<file path="config.mk">
export PLATFORM = sky130hd
export DESIGN_NAME = apb_uart_fifo_flat
export DESIGN_NICKNAME = d
export VERILOG_FILES = /design/src/rtl/uart_pkg.sv /design/src/rtl/apb_uart_fifo_if.sv /design/src/rtl/sync_fifo.sv /design/src/rtl/apb_uart_fifo.sv /design/src/flat_wrapper.sv
export SDC_FILE = /design/constraint.sdc
export NUM_CORES = 1
export LEC_CHECK = 0
export BUFFER_PORTS_ARGS = -buffer_cell sky130_fd_sc_hd__buf_4
export CAP_MARGIN = 20
export CELL_PAD_IN_SITES_DETAIL_PLACEMENT = 0
export CELL_PAD_IN_SITES_GLOBAL_PLACEMENT = 1
export CORE_MARGIN = 3
export CORE_UTILIZATION = 43
export DETAILED_ROUTE_END_ITERATION = 8
export GPL_ROUTABILITY_DRIVEN = 0
export MAX_ROUTING_LAYER = met4
export PLACE_DENSITY_LB_ADDON = 0.1
export SKIP_LAST_GASP = 1
export SLEW_MARGIN = 20
export SYNTH_ARGS = -nofsm -noshare
export SYNTH_HDL_FRONTEND = slang
export SYNTH_SLANG_ARGS = --single-unit
</file>
<file path="constraint.sdc">
create_clock -name pclk -period 3.67 [get_ports pclk]
set_input_delay 0.1835 -clock pclk [delete_from_list [all_inputs] [get_ports pclk]]
set_output_delay 0.1835 -clock pclk [all_outputs]
set_load 0.1 [all_outputs]
</file>
<file path="src/rtl/uart_pkg.sv">
// Shared register map, status/control bit positions and FSM encodings
// for the APB UART with TX/RX FIFOs.
package uart_pkg;

  localparam int unsigned BYTE_W = 8;
  localparam int unsigned DIV_W  = 16;
  localparam int unsigned DIV_W1 = DIV_W + 1;

  localparam logic [7:0] ADDR_DATA   = 8'h00;
  localparam logic [7:0] ADDR_STATUS = 8'h01;
  localparam logic [7:0] ADDR_CTRL   = 8'h02;
  localparam logic [7:0] ADDR_DIV_LO = 8'h03;
  localparam logic [7:0] ADDR_DIV_HI = 8'h04;

  localparam int unsigned ST_TX_EMPTY  = 0;
  localparam int unsigned ST_TX_FULL   = 1;
  localparam int unsigned ST_RX_EMPTY  = 2;
  localparam int unsigned ST_RX_FULL   = 3;
  localparam int unsigned ST_RX_OVR    = 4;
  localparam int unsigned ST_FRAME_ERR = 5;
  localparam int unsigned ST_TX_BUSY   = 6;

  localparam int unsigned CTRL_RX_IE = 0;
  localparam int unsigned CTRL_TX_IE = 1;

  typedef enum logic [1:0] {
    TX_IDLE  = 2'd0,
    TX_START = 2'd1,
    TX_DATA  = 2'd2,
    TX_STOP  = 2'd3
  } tx_state_e;

  typedef enum logic [1:0] {
    RX_IDLE  = 2'd0,
    RX_START = 2'd1,
    RX_DATA  = 2'd2,
    RX_STOP  = 2'd3
  } rx_state_e;

  // STATUS register image; last field is bit 0
  typedef struct packed {
    logic tx_busy;
    logic frame_err;
    logic rx_ovr;
    logic rx_full;
    logic rx_empty;
    logic tx_full;
    logic tx_empty;
  } status_t;

endpackage

</file>
<file path="src/rtl/apb_uart_fifo_if.sv">
// APB3 slave bus bundle for the UART register block.
interface apb_uart_fifo_if #(
  parameter int unsigned ADDR_WIDTH = 8,
  parameter int unsigned DATA_WIDTH = 8
);
  logic [ADDR_WIDTH-1:0] paddr;
  logic                  pselx;
  logic                  penable;
  logic                  pwrite;
  logic [DATA_WIDTH-1:0] pwdata;
  logic                  pready;
  logic [DATA_WIDTH-1:0] prdata;
  logic                  pslverr;

  modport master (
    output paddr, pselx, penable, pwrite, pwdata,
    input  pready, prdata, pslverr
  );

  modport slave (
    input  paddr, pselx, penable, pwrite, pwdata,
    output pready, prdata, pslverr
  );
endinterface

</file>
<file path="src/rtl/sync_fifo.sv">
// Single-clock FIFO; full is judged before any same-cycle pop, so a push
// into a full FIFO is dropped even when a pop happens alongside it.
module sync_fifo #(
  parameter  int unsigned WIDTH = 8,
  parameter  int unsigned DEPTH = 8,
  localparam int unsigned CW    = $clog2(DEPTH) + 1
) (
  input  logic             clk,
  input  logic             rst,
  input  logic             push,
  input  logic             pop,
  input  logic [WIDTH-1:0] wdata,
  output logic [WIDTH-1:0] rdata_c,
  output logic             full,
  output logic             empty,
  output logic [CW-1:0]    count
);
  localparam int unsigned PW = $clog2(DEPTH);

  logic [WIDTH-1:0] mem [DEPTH];
  logic [PW-1:0]    wr_ptr;
  logic [PW-1:0]    rd_ptr;
  logic             do_push;
  logic             do_pop;
  logic [CW-1:0]    count_nx;

  assign do_push = push & ~full;
  assign do_pop  = pop & ~empty;
  assign rdata_c = mem[rd_ptr];

  always_comb begin
    count_nx = count;
    if (do_push && !do_pop) begin
      count_nx = count + CW'(1);
    end else if (do_pop && !do_push) begin
      count_nx = count - CW'(1);
    end
  end

  always_ff @(posedge clk) begin
    if (rst) begin
      wr_ptr <= '0;
      rd_ptr <= '0;
      count  <= '0;
      full   <= 1'b0;
      empty  <= 1'b1;
    end else begin
      if (do_push) wr_ptr <= wr_ptr + PW'(1);
      if (do_pop)  rd_ptr <= rd_ptr + PW'(1);
      count <= count_nx;
      full  <= (count_nx == CW'(DEPTH));
      empty <= (count_nx == '0);
    end
  end

  // Storage needs no reset; occupancy is tracked by the pointers
  always_ff @(posedge clk) begin
    if (do_push) mem[wr_ptr] <= wdata;
  end

endmodule

</file>
<file path="src/rtl/apb_uart_fifo.sv">
// APB-attached 8N1 UART with TX and RX FIFOs, programmable baud divisor
// and a level interrupt.
module apb_uart_fifo
  import uart_pkg::*;
#(
  parameter int unsigned      ADDR_WIDTH  = 8,
  parameter int unsigned      DATA_WIDTH  = 8,
  parameter int unsigned      FIFO_DEPTH  = 8,
  parameter logic [DIV_W-1:0] DEFAULT_DIV = 16'd867
) (
  input  logic                  pclk,
  input  logic                  prst,
  apb_uart_fifo_if.slave        apb,
  input  logic                  rx,
  output logic                  tx,
  output logic                  irq
);
  localparam int unsigned CW = $clog2(FIFO_DEPTH) + 1;

  // Register file
  logic [1:0]        ctrl;
  logic [7:0]        div_lo;
  logic [7:0]        div_hi;
  logic              rx_ovr;
  logic              frame_err;
  logic [DIV_W-1:0]  div;

  // FIFO hookup
  logic              tx_push, tx_pop, tx_full, tx_empty;
  logic              rx_push, rx_pop, rx_full, rx_empty;
  logic [BYTE_W-1:0] tx_head_c, rx_head_c, rx_shift;
  logic [CW-1:0]     tx_count, rx_count;
  logic              unused_levels;

  // APB decode
  logic              access, addr_ok, bus_err;
  logic              hit_data, hit_status, hit_ctrl, hit_div_lo, hit_div_hi;
  logic              wr_en, rd_en;
  logic [7:0]        wbyte;
  logic [7:0]        rd_byte_c;
  status_t           status;

  // TX engine
  tx_state_e         tx_state, tx_state_nx;
  logic [DIV_W-1:0]  tx_cnt, tx_bit_div;
  logic [2:0]        tx_bit;
  logic [BYTE_W-1:0] tx_shift;
  logic              tx_bit_end_c, tx_c, tx_busy;

  // RX engine
  rx_state_e         rx_state, rx_state_nx;
  logic [1:0]        rx_sync;
  logic              rx_s, rx_prev, rx_fall_c;
  logic [DIV_W-1:0]  rx_cnt, rx_bit_div;
  logic [DIV_W1-1:0] rx_half_c;
  logic [2:0]        rx_bit;
  logic              rx_half_end_c, rx_bit_end_c;
  logic              ovr_set, ferr_set;

  assign div   = {div_hi, div_lo};
  assign wbyte = apb.pwdata[7:0];

  assign access     = apb.pselx & apb.penable;
  assign hit_data   = (apb.paddr == ADDR_WIDTH'(ADDR_DATA));
  assign hit_status = (apb.paddr == ADDR_WIDTH'(ADDR_STATUS));
  assign hit_ctrl   = (apb.paddr == ADDR_WIDTH'(ADDR_CTRL));
  assign hit_div_lo = (apb.paddr == ADDR_WIDTH'(ADDR_DIV_LO));
  assign hit_div_hi = (apb.paddr == ADDR_WIDTH'(ADDR_DIV_HI));
  assign addr_ok    = hit_data | hit_status | hit_ctrl | hit_div_lo | hit_div_hi;

  assign bus_err = access & (~addr_ok
                           | (hit_data &  apb.pwrite & tx_full)
                           | (hit_data & ~apb.pwrite & rx_empty));
  assign wr_en   = access &  apb.pwrite & ~bus_err;
  assign rd_en   = access & ~apb.pwrite & ~bus_err;
  assign tx_push = wr_en & hit_data;
  assign rx_pop  = rd_en & hit_data;

  assign status = '{tx_busy:   tx_busy,
                    frame_err: frame_err,
                    rx_ovr:    rx_ovr,
                    rx_full:   rx_full,
                    rx_empty:  rx_empty,
                    tx_full:   tx_full,
                    tx_empty:  tx_empty};

  // Read mux; zero outside a successful read access
  always_comb begin
    rd_byte_c = '0;
    if (rd_en) begin
      if (hit_data)        rd_byte_c = rx_head_c;
      else if (hit_status) rd_byte_c = {1'b0, status};
      else if (hit_ctrl)   rd_byte_c = {6'b0, ctrl};
      else if (hit_div_lo) rd_byte_c = div_lo;
      else if (hit_div_hi) rd_byte_c = div_hi;
    end
  end

  assign apb.pready  = 1'b1;
  assign apb.prdata  = DATA_WIDTH'(rd_byte_c);
  assign apb.pslverr = bus_err;

  // FIFO levels are not part of the register map
  assign unused_levels = ^{tx_count, rx_count};

  // Control/status registers and interrupt; sticky-bit sets win over clears
  always_ff @(posedge pclk) begin
    if (prst) begin
      ctrl      <= '0;
      div_lo    <= DEFAULT_DIV[7:0];
      div_hi    <= DEFAULT_DIV[15:8];
      rx_ovr    <= 1'b0;
      frame_err <= 1'b0;
      irq       <= 1'b0;
    end else begin
      if (wr_en && hit_ctrl)   ctrl   <= wbyte[1:0];
      if (wr_en && hit_div_lo) div_lo <= wbyte;
      if (wr_en && hit_div_hi) div_hi <= wbyte;
      if (wr_en && hit_status && wbyte[ST_RX_OVR])    rx_ovr    <= 1'b0;
      if (wr_en && hit_status && wbyte[ST_FRAME_ERR]) frame_err <= 1'b0;
      if (ovr_set)  rx_ovr    <= 1'b1;
      if (ferr_set) frame_err <= 1'b1;
      irq <= (ctrl[CTRL_RX_IE] & ~rx_empty) | (ctrl[CTRL_TX_IE] & tx_empty);
    end
  end

  sync_fifo #(.WIDTH(BYTE_W), .DEPTH(FIFO_DEPTH)) u_tx_fifo (
    .clk     (pclk),
    .rst     (prst),
    .push    (tx_push),
    .pop     (tx_pop),
    .wdata   (wbyte),
    .rdata_c (tx_head_c),
    .full    (tx_full),
    .empty   (tx_empty),
    .count   (tx_count)
  );

  sync_fifo #(.WIDTH(BYTE_W), .DEPTH(FIFO_DEPTH)) u_rx_fifo (
    .clk     (pclk),
    .rst     (prst),
    .push    (rx_push),
    .pop     (rx_pop),
    .wdata   (rx_shift),
    .rdata_c (rx_head_c),
    .full    (rx_full),
    .empty   (rx_empty),
    .count   (rx_count)
  );

  // ---------------- TX ----------------
  assign tx_bit_end_c = (tx_cnt == tx_bit_div);

  always_ff @(posedge pclk) begin
    if (prst) tx_state <= TX_IDLE;
    else      tx_state <= tx_state_nx;
  end

  always_comb begin
    tx_state_nx = tx_state;
    case (tx_state)
      TX_IDLE:  if (!tx_empty)                     tx_state_nx = TX_START;
      TX_START: if (tx_bit_end_c)                  tx_state_nx = TX_DATA;
      TX_DATA:  if (tx_bit_end_c && tx_bit == 3'd7) tx_state_nx = TX_STOP;
      TX_STOP:  if (tx_bit_end_c)                  tx_state_nx = TX_IDLE;
      default:                                     tx_state_nx = TX_IDLE;
    endcase
  end

  always_comb begin
    tx_pop  = 1'b0;
    tx_c    = 1'b1;
    tx_busy = 1'b1;
    case (tx_state)
      TX_IDLE: begin
        tx_busy = 1'b0;
        tx_pop  = ~tx_empty;
      end
      TX_START: tx_c = 1'b0;
      TX_DATA:  tx_c = tx_shift[0];
      default:  tx_c = 1'b1;
    endcase
  end

  // Bit timer; divisor is re-latched at every bit boundary
  always_ff @(posedge pclk) begin
    if (prst) begin
      tx         <= 1'b1;
      tx_cnt     <= '0;
      tx_bit_div <= DEFAULT_DIV;
      tx_bit     <= '0;
      tx_shift   <= '0;
    end else begin
      tx <= tx_c;
      if (tx_state == TX_IDLE) begin
        tx_cnt     <= '0;
        tx_bit     <= '0;
        tx_bit_div <= div;
        if (tx_pop) tx_shift <= tx_head_c;
      end else if (tx_bit_end_c) begin
        tx_cnt     <= '0;
        tx_bit_div <= div;
        if (tx_state == TX_DATA) begin
          tx_shift <= {1'b0, tx_shift[7:1]};
          tx_bit   <= tx_bit + 3'd1;
        end
      end else begin
        tx_cnt <= tx_cnt + DIV_W'(1);
      end
    end
  end

  // ---------------- RX ----------------
  assign rx_s          = rx_sync[1];
  assign rx_fall_c     = rx_prev & ~rx_s;
  assign rx_half_c     = ({1'b0, rx_bit_div} + DIV_W1'(1)) >> 1;
  assign rx_half_end_c = (({1'b0, rx_cnt} + DIV_W1'(1)) >= rx_half_c);
  assign rx_bit_end_c  = (rx_cnt == rx_bit_div);

  always_ff @(posedge pclk) begin
    if (prst) begin
      rx_sync <= 2'b11;
      rx_prev <= 1'b1;
    end else begin
      rx_sync <= {rx_sync[0], rx};
      rx_prev <= rx_s;
    end
  end

  always_ff @(posedge pclk) begin
    if (prst) rx_state <= RX_IDLE;
    else      rx_state <= rx_state_nx;
  end

  always_comb begin
    rx_state_nx = rx_state;
    case (rx_state)
      RX_IDLE:  if (rx_fall_c)     rx_state_nx = RX_START;
      RX_START: if (rx_half_end_c) rx_state_nx = rx_s ? RX_IDLE : RX_DATA;
      RX_DATA:  if (rx_bit_end_c && rx_bit == 3'd7) rx_state_nx = RX_STOP;
      RX_STOP:  if (rx_bit_end_c)  rx_state_nx = RX_IDLE;
      default:                     rx_state_nx = RX_IDLE;
    endcase
  end

  // Stop-bit verdict: framing error beats overrun
  always_comb begin
    rx_push  = 1'b0;
    ovr_set  = 1'b0;
    ferr_set = 1'b0;
    if (rx_state == RX_STOP && rx_bit_end_c) begin
      if (!rx_s)        ferr_set = 1'b1;
      else if (rx_full) ovr_set  = 1'b1;
      else              rx_push  = 1'b1;
    end
  end

  always_ff @(posedge pclk) begin
    if (prst) begin
      rx_cnt     <= '0;
      rx_bit_div <= DEFAULT_DIV;
      rx_bit     <= '0;
      rx_shift   <= '0;
    end else begin
      case (rx_state)
        RX_IDLE: begin
          rx_cnt     <= '0;
          rx_bit     <= '0;
          rx_bit_div <= div;
        end
        RX_START: begin
          if (rx_half_end_c) begin
            rx_cnt     <= '0;
            rx_bit_div <= div;
          end else begin
            rx_cnt <= rx_cnt + DIV_W'(1);
          end
        end
        default: begin
          if (rx_bit_end_c) begin
            rx_cnt     <= '0;
            rx_bit_div <= div;
            if (rx_state == RX_DATA) begin
              rx_shift <= {rx_s, rx_shift[7:1]};
              rx_bit   <= rx_bit + 3'd1;
            end
          end else begin
            rx_cnt <= rx_cnt + DIV_W'(1);
          end
        end
      endcase
    end
  end

endmodule

</file>
<file path="src/flat_wrapper.sv">
// flat-port wrapper written by rule: the top's interface ports become plain ports
module apb_uart_fifo_flat import uart_pkg::*;
#(
  parameter int unsigned      ADDR_WIDTH  = 8,
  parameter int unsigned      DATA_WIDTH  = 8,
  parameter int unsigned      FIFO_DEPTH  = 8,
  parameter logic [DIV_W-1:0] DEFAULT_DIV = 16'd867
)
  (pclk, prst, rx, tx, irq, apb_paddr, apb_pselx, apb_penable, apb_pwrite, apb_pwdata, apb_pready, apb_prdata, apb_pslverr);
  apb_uart_fifo_if #(.ADDR_WIDTH(ADDR_WIDTH), .DATA_WIDTH(DATA_WIDTH)) apb_i ();
  input  logic pclk;
  input  logic prst;
  input  logic rx;
  output logic tx;
  output logic irq;
  input wire logic [$bits(apb_i.paddr)-1:0] apb_paddr;
  input wire logic [$bits(apb_i.pselx)-1:0] apb_pselx;
  input wire logic [$bits(apb_i.penable)-1:0] apb_penable;
  input wire logic [$bits(apb_i.pwrite)-1:0] apb_pwrite;
  input wire logic [$bits(apb_i.pwdata)-1:0] apb_pwdata;
  output wire logic [$bits(apb_i.pready)-1:0] apb_pready;
  output wire logic [$bits(apb_i.prdata)-1:0] apb_prdata;
  output wire logic [$bits(apb_i.pslverr)-1:0] apb_pslverr;
  assign apb_i.paddr = apb_paddr;
  assign apb_i.pselx = apb_pselx;
  assign apb_i.penable = apb_penable;
  assign apb_i.pwrite = apb_pwrite;
  assign apb_i.pwdata = apb_pwdata;
  assign apb_pready = apb_i.pready;
  assign apb_prdata = apb_i.prdata;
  assign apb_pslverr = apb_i.pslverr;
  apb_uart_fifo #(.ADDR_WIDTH(ADDR_WIDTH), .DATA_WIDTH(DATA_WIDTH), .FIFO_DEPTH(FIFO_DEPTH), .DEFAULT_DIV(DEFAULT_DIV)) u_core (.pclk(pclk), .prst(prst), .apb(apb_i), .rx(rx), .tx(tx), .irq(irq));
endmodule
</file>
==> metrics <==
placed cell count 1414; post-CTS resize count 0; most frequent cells in the layout 145 x dfxtp_1, 133 x nor2_1, 128 x edfxtp_1; DR WL met3 about 950 µm; synthesis warning total 0; sw frac 0.258; vias in the first global route 7806; top sig layer met4; Reg2Reg Launch Point u_core.rx_cnt[0]; die area just over 30000 µm²; Hold Path Depth 4; Max Fanout on Critical Path 28; CTS Buffer Depth 3; via/cell ratio 5.29; share of cells above drive strength 1 0.160; post-route cell area approximately 14000 µm²; endpoints failing hold 0; WL met1 14200 µm; routed via count roughly 8000; Period minus WS final ~3200 ps; routed wire length ~28000 µm; Cell Pwr Density roughly 520 nW/µm²; Post-Syn Instances between 1000 and 1500; CTS tree built; worst hold-check path type input pin to flip-flop; CTS Buf Count 30; FP Rows 60; slew margin rel. 0.408; detailed-route wire length per cell ~19 µm; startpoint types flip-flop; Routed Antenna Nets 0; area leader, netlist edfxtp_1; worst-case clock skew 26.1 ps; # diodes 0; Mapped Area 12100 µm²; die span in x about 170 µm; fin. max-slew vios 0; R2R setup slack approximately 450 ps; pin count of the biggest net entering global routing 77; clk_lat worst skew roughly 560 ps; initial DRC count 617; Power Total 7.33 mW; maximum clock rate between 0.3 and 0.4 GHz; starting density of the core 0.444; PortBufs 32; hold_sp apb_paddr[5]; Die Y between 150 and 200 µm; Top FF cell, synth dfxtp_1; Leak ~5.3 nW; Critical Path Sink Type flip-flop; core area between 20000 and 30000 µm²; WHS Endpoint u_core.u_tx_fifo.wr_ptr[1]; Total Nets Final roughly 1100; Netlist cell types slightly below 60; synth top area cells edfxtp_1 32%, dfxtp_1 24%, mux4_2 5.9%; CP arrival about 3700 ps; Worst Path Required around 4200 ps; initial antenna violation count 0; clock sink count 273; DRC violations left 0; Worst Reg2Reg Path Length in Cells 14; fin crit share 0.878; root buf cell clkbuf_16; Seq/Total Area, Yosys 0.556; Clock transition at path regs approximately 60 ps; area grow syn2layout 15.3%; first-pass GRT wire length approximately 45000 µm; synthesized area per cell approximately 12 µm²; Mapped Nets roughly 1100; Max-cap violations 0; Initial DRT Pass Iterations 5; RSZ-0062 raised after global routing no; actual slew at the worst max-slew pin slightly below 900 ps; status finished, final reports clean; HPWL Detailed between 15000 and 20000 µm; VDD IR-drop max 0.307 mV; commonest non-fill, non-tap cell in the layout dfxtp_1; htree depth 1; Power Internal 5.44 mW; Gate power share 0.134; RR Endpoint u_core.rx_cnt[11]; Non-Filler Instances around 1500; post-CTS setup buffers 0; Seq cells post-synth 273; total length of routed met2 wires ~12000 µm; Crit Path Class flip-flop to flip-flop; clock share of power 0.401; I/O pin cnt 34; register share of total power 0.465; GRT Total Usage 0.192; top cell type's share of synthesized area 0.317; Async SR Flop Fraction 0; global route total overflow 0; count of final setup violators 0; number of synthesized flops with an enable pin ~130; post-route setup TNS 0 ps; placed inst area roughly 13000 µm²; sw power roughly 1.9 mW
==> per-layer routing <==
metal	GRT usage	vias up
li1	-	3844
met1	0.289	3818
met2	0.278	121
met3	0.0223	42
met4	0.0469	0
met5	-	-
==> worst max-delay path by stage <==
stage | depth (start not counted) | from | to
global route | 14 | u_core.rx_cnt[0] | u_core.rx_bit_div[7]
floorplan | 16 | u_core.rx_bit_div[5] | u_core.rx_bit_div[11]
CTS | 14 | u_core.rx_cnt[0] | u_core.rx_cnt[11]
finish | 14 | u_core.rx_cnt[0] | u_core.rx_cnt[11]
global placement | 14 | u_core.rx_cnt[0] | u_core.rx_state[0]
detailed placement | 15 | u_core.rx_bit_div[5] | u_core.rx_state[0]
==> sequential cells by signal, summed over array words and instances (netlist names), 4 cells and up, named ones only <==
register,flops
u_core.div_hi,8
u_core.div_lo,8
u_core.rx_bit_div,16
u_core.rx_cnt,16
u_core.rx_shift,8
u_core.tx_bit_div,16
u_core.tx_cnt,16
u_core.tx_shift,8
u_core.u_rx_fifo.count,4
u_core.u_rx_fifo.mem,64
u_core.u_tx_fifo.count,4
u_core.u_tx_fifo.mem,64
==> what timing repair did <==
action                                 in CTS  in global routing
hold buffers                               10                  0
setup endpoints to repair                   0                  0
endpoints found under the hold margin      88                  0
==> power by group through the flow <==
stage	clock, mW	combinational, mW	sequential (mW)
global route	3.14	1.10	3.43
detailed placement	0	0.983	3.48
global placement	0	0.981	3.48
floorplan	0	0.760	3.42
CTS	3.02	0.996	3.41
finish	2.94	0.985	3.41
==> stage by stage <==
stage / hold slack (ps) / setup WS, ps / util
finish: 104 / 448 / 0.512
global placement: 368 / 485 / 0.472
floorplan: 282 / 676 / -
global route: 105 / 34.8 / 0.512
CTS: 86.4 / 462 / 0.512
detailed placement: 372 / 493 / 0.472
==> synth_stat cells, drive strengths merged (6+ instances only) <==
master  count
ha         35
mux4       32
and3       17
edfxtp    128
a21o        8
xnor2      41
a21oi      34
nand2b     12
nand2      72
mux2        8
o21ai      22
a211o       8
nor3       15
xor2       45
a22oi      20
nand4      12
nand3b     11
buf        12
o211a      14
nor2b       6
nor4        9
mux2i      65
nor2      136
inv        17
dfxtp     145
nand3      27
clkbuf     33
==> cells by family (layout without fill, tap and decap cells) <==
group	count (synthesis)	after routing	synth area share
AO/OA/AOI/OAI	127	127	0.0728
AND/OR/NAND/NOR	332	332	0.131
multiplexers	105	105	0.120
buffers and inverters	62	149	0.0214
adder cells (fa/ha/maj)	35	35	0.0361
other	1	1	0.000309
flip-flops	273	273	0.556
XOR/XNOR	86	86	0.0620
==> critical path, stage by stage (launching register included) <==
cell and delay, ps:
dfxtp_1 450, ha_1 240, and3_1 260, nand3_1 180, nor2_1 160, xor2_1 250, ha_1 290, a21oi_1 150
o211ai_1 120, a31oi_1 170, o221ai_1 150, a21oi_2 150, buf_4 280, buf_4 180, o211a_1 130
==> layout make-up <==
type,instances,area (µm²)
clock buffers,42,873
inverters,17,63.8
clock inverters,14,114
repair buffers,76,596
multi-input cells,686,5140
flip-flops and latches,273,6750
well taps,372,465
fillers,2482,13300
No activity file was read; power rests on OpenSTA's default activity.
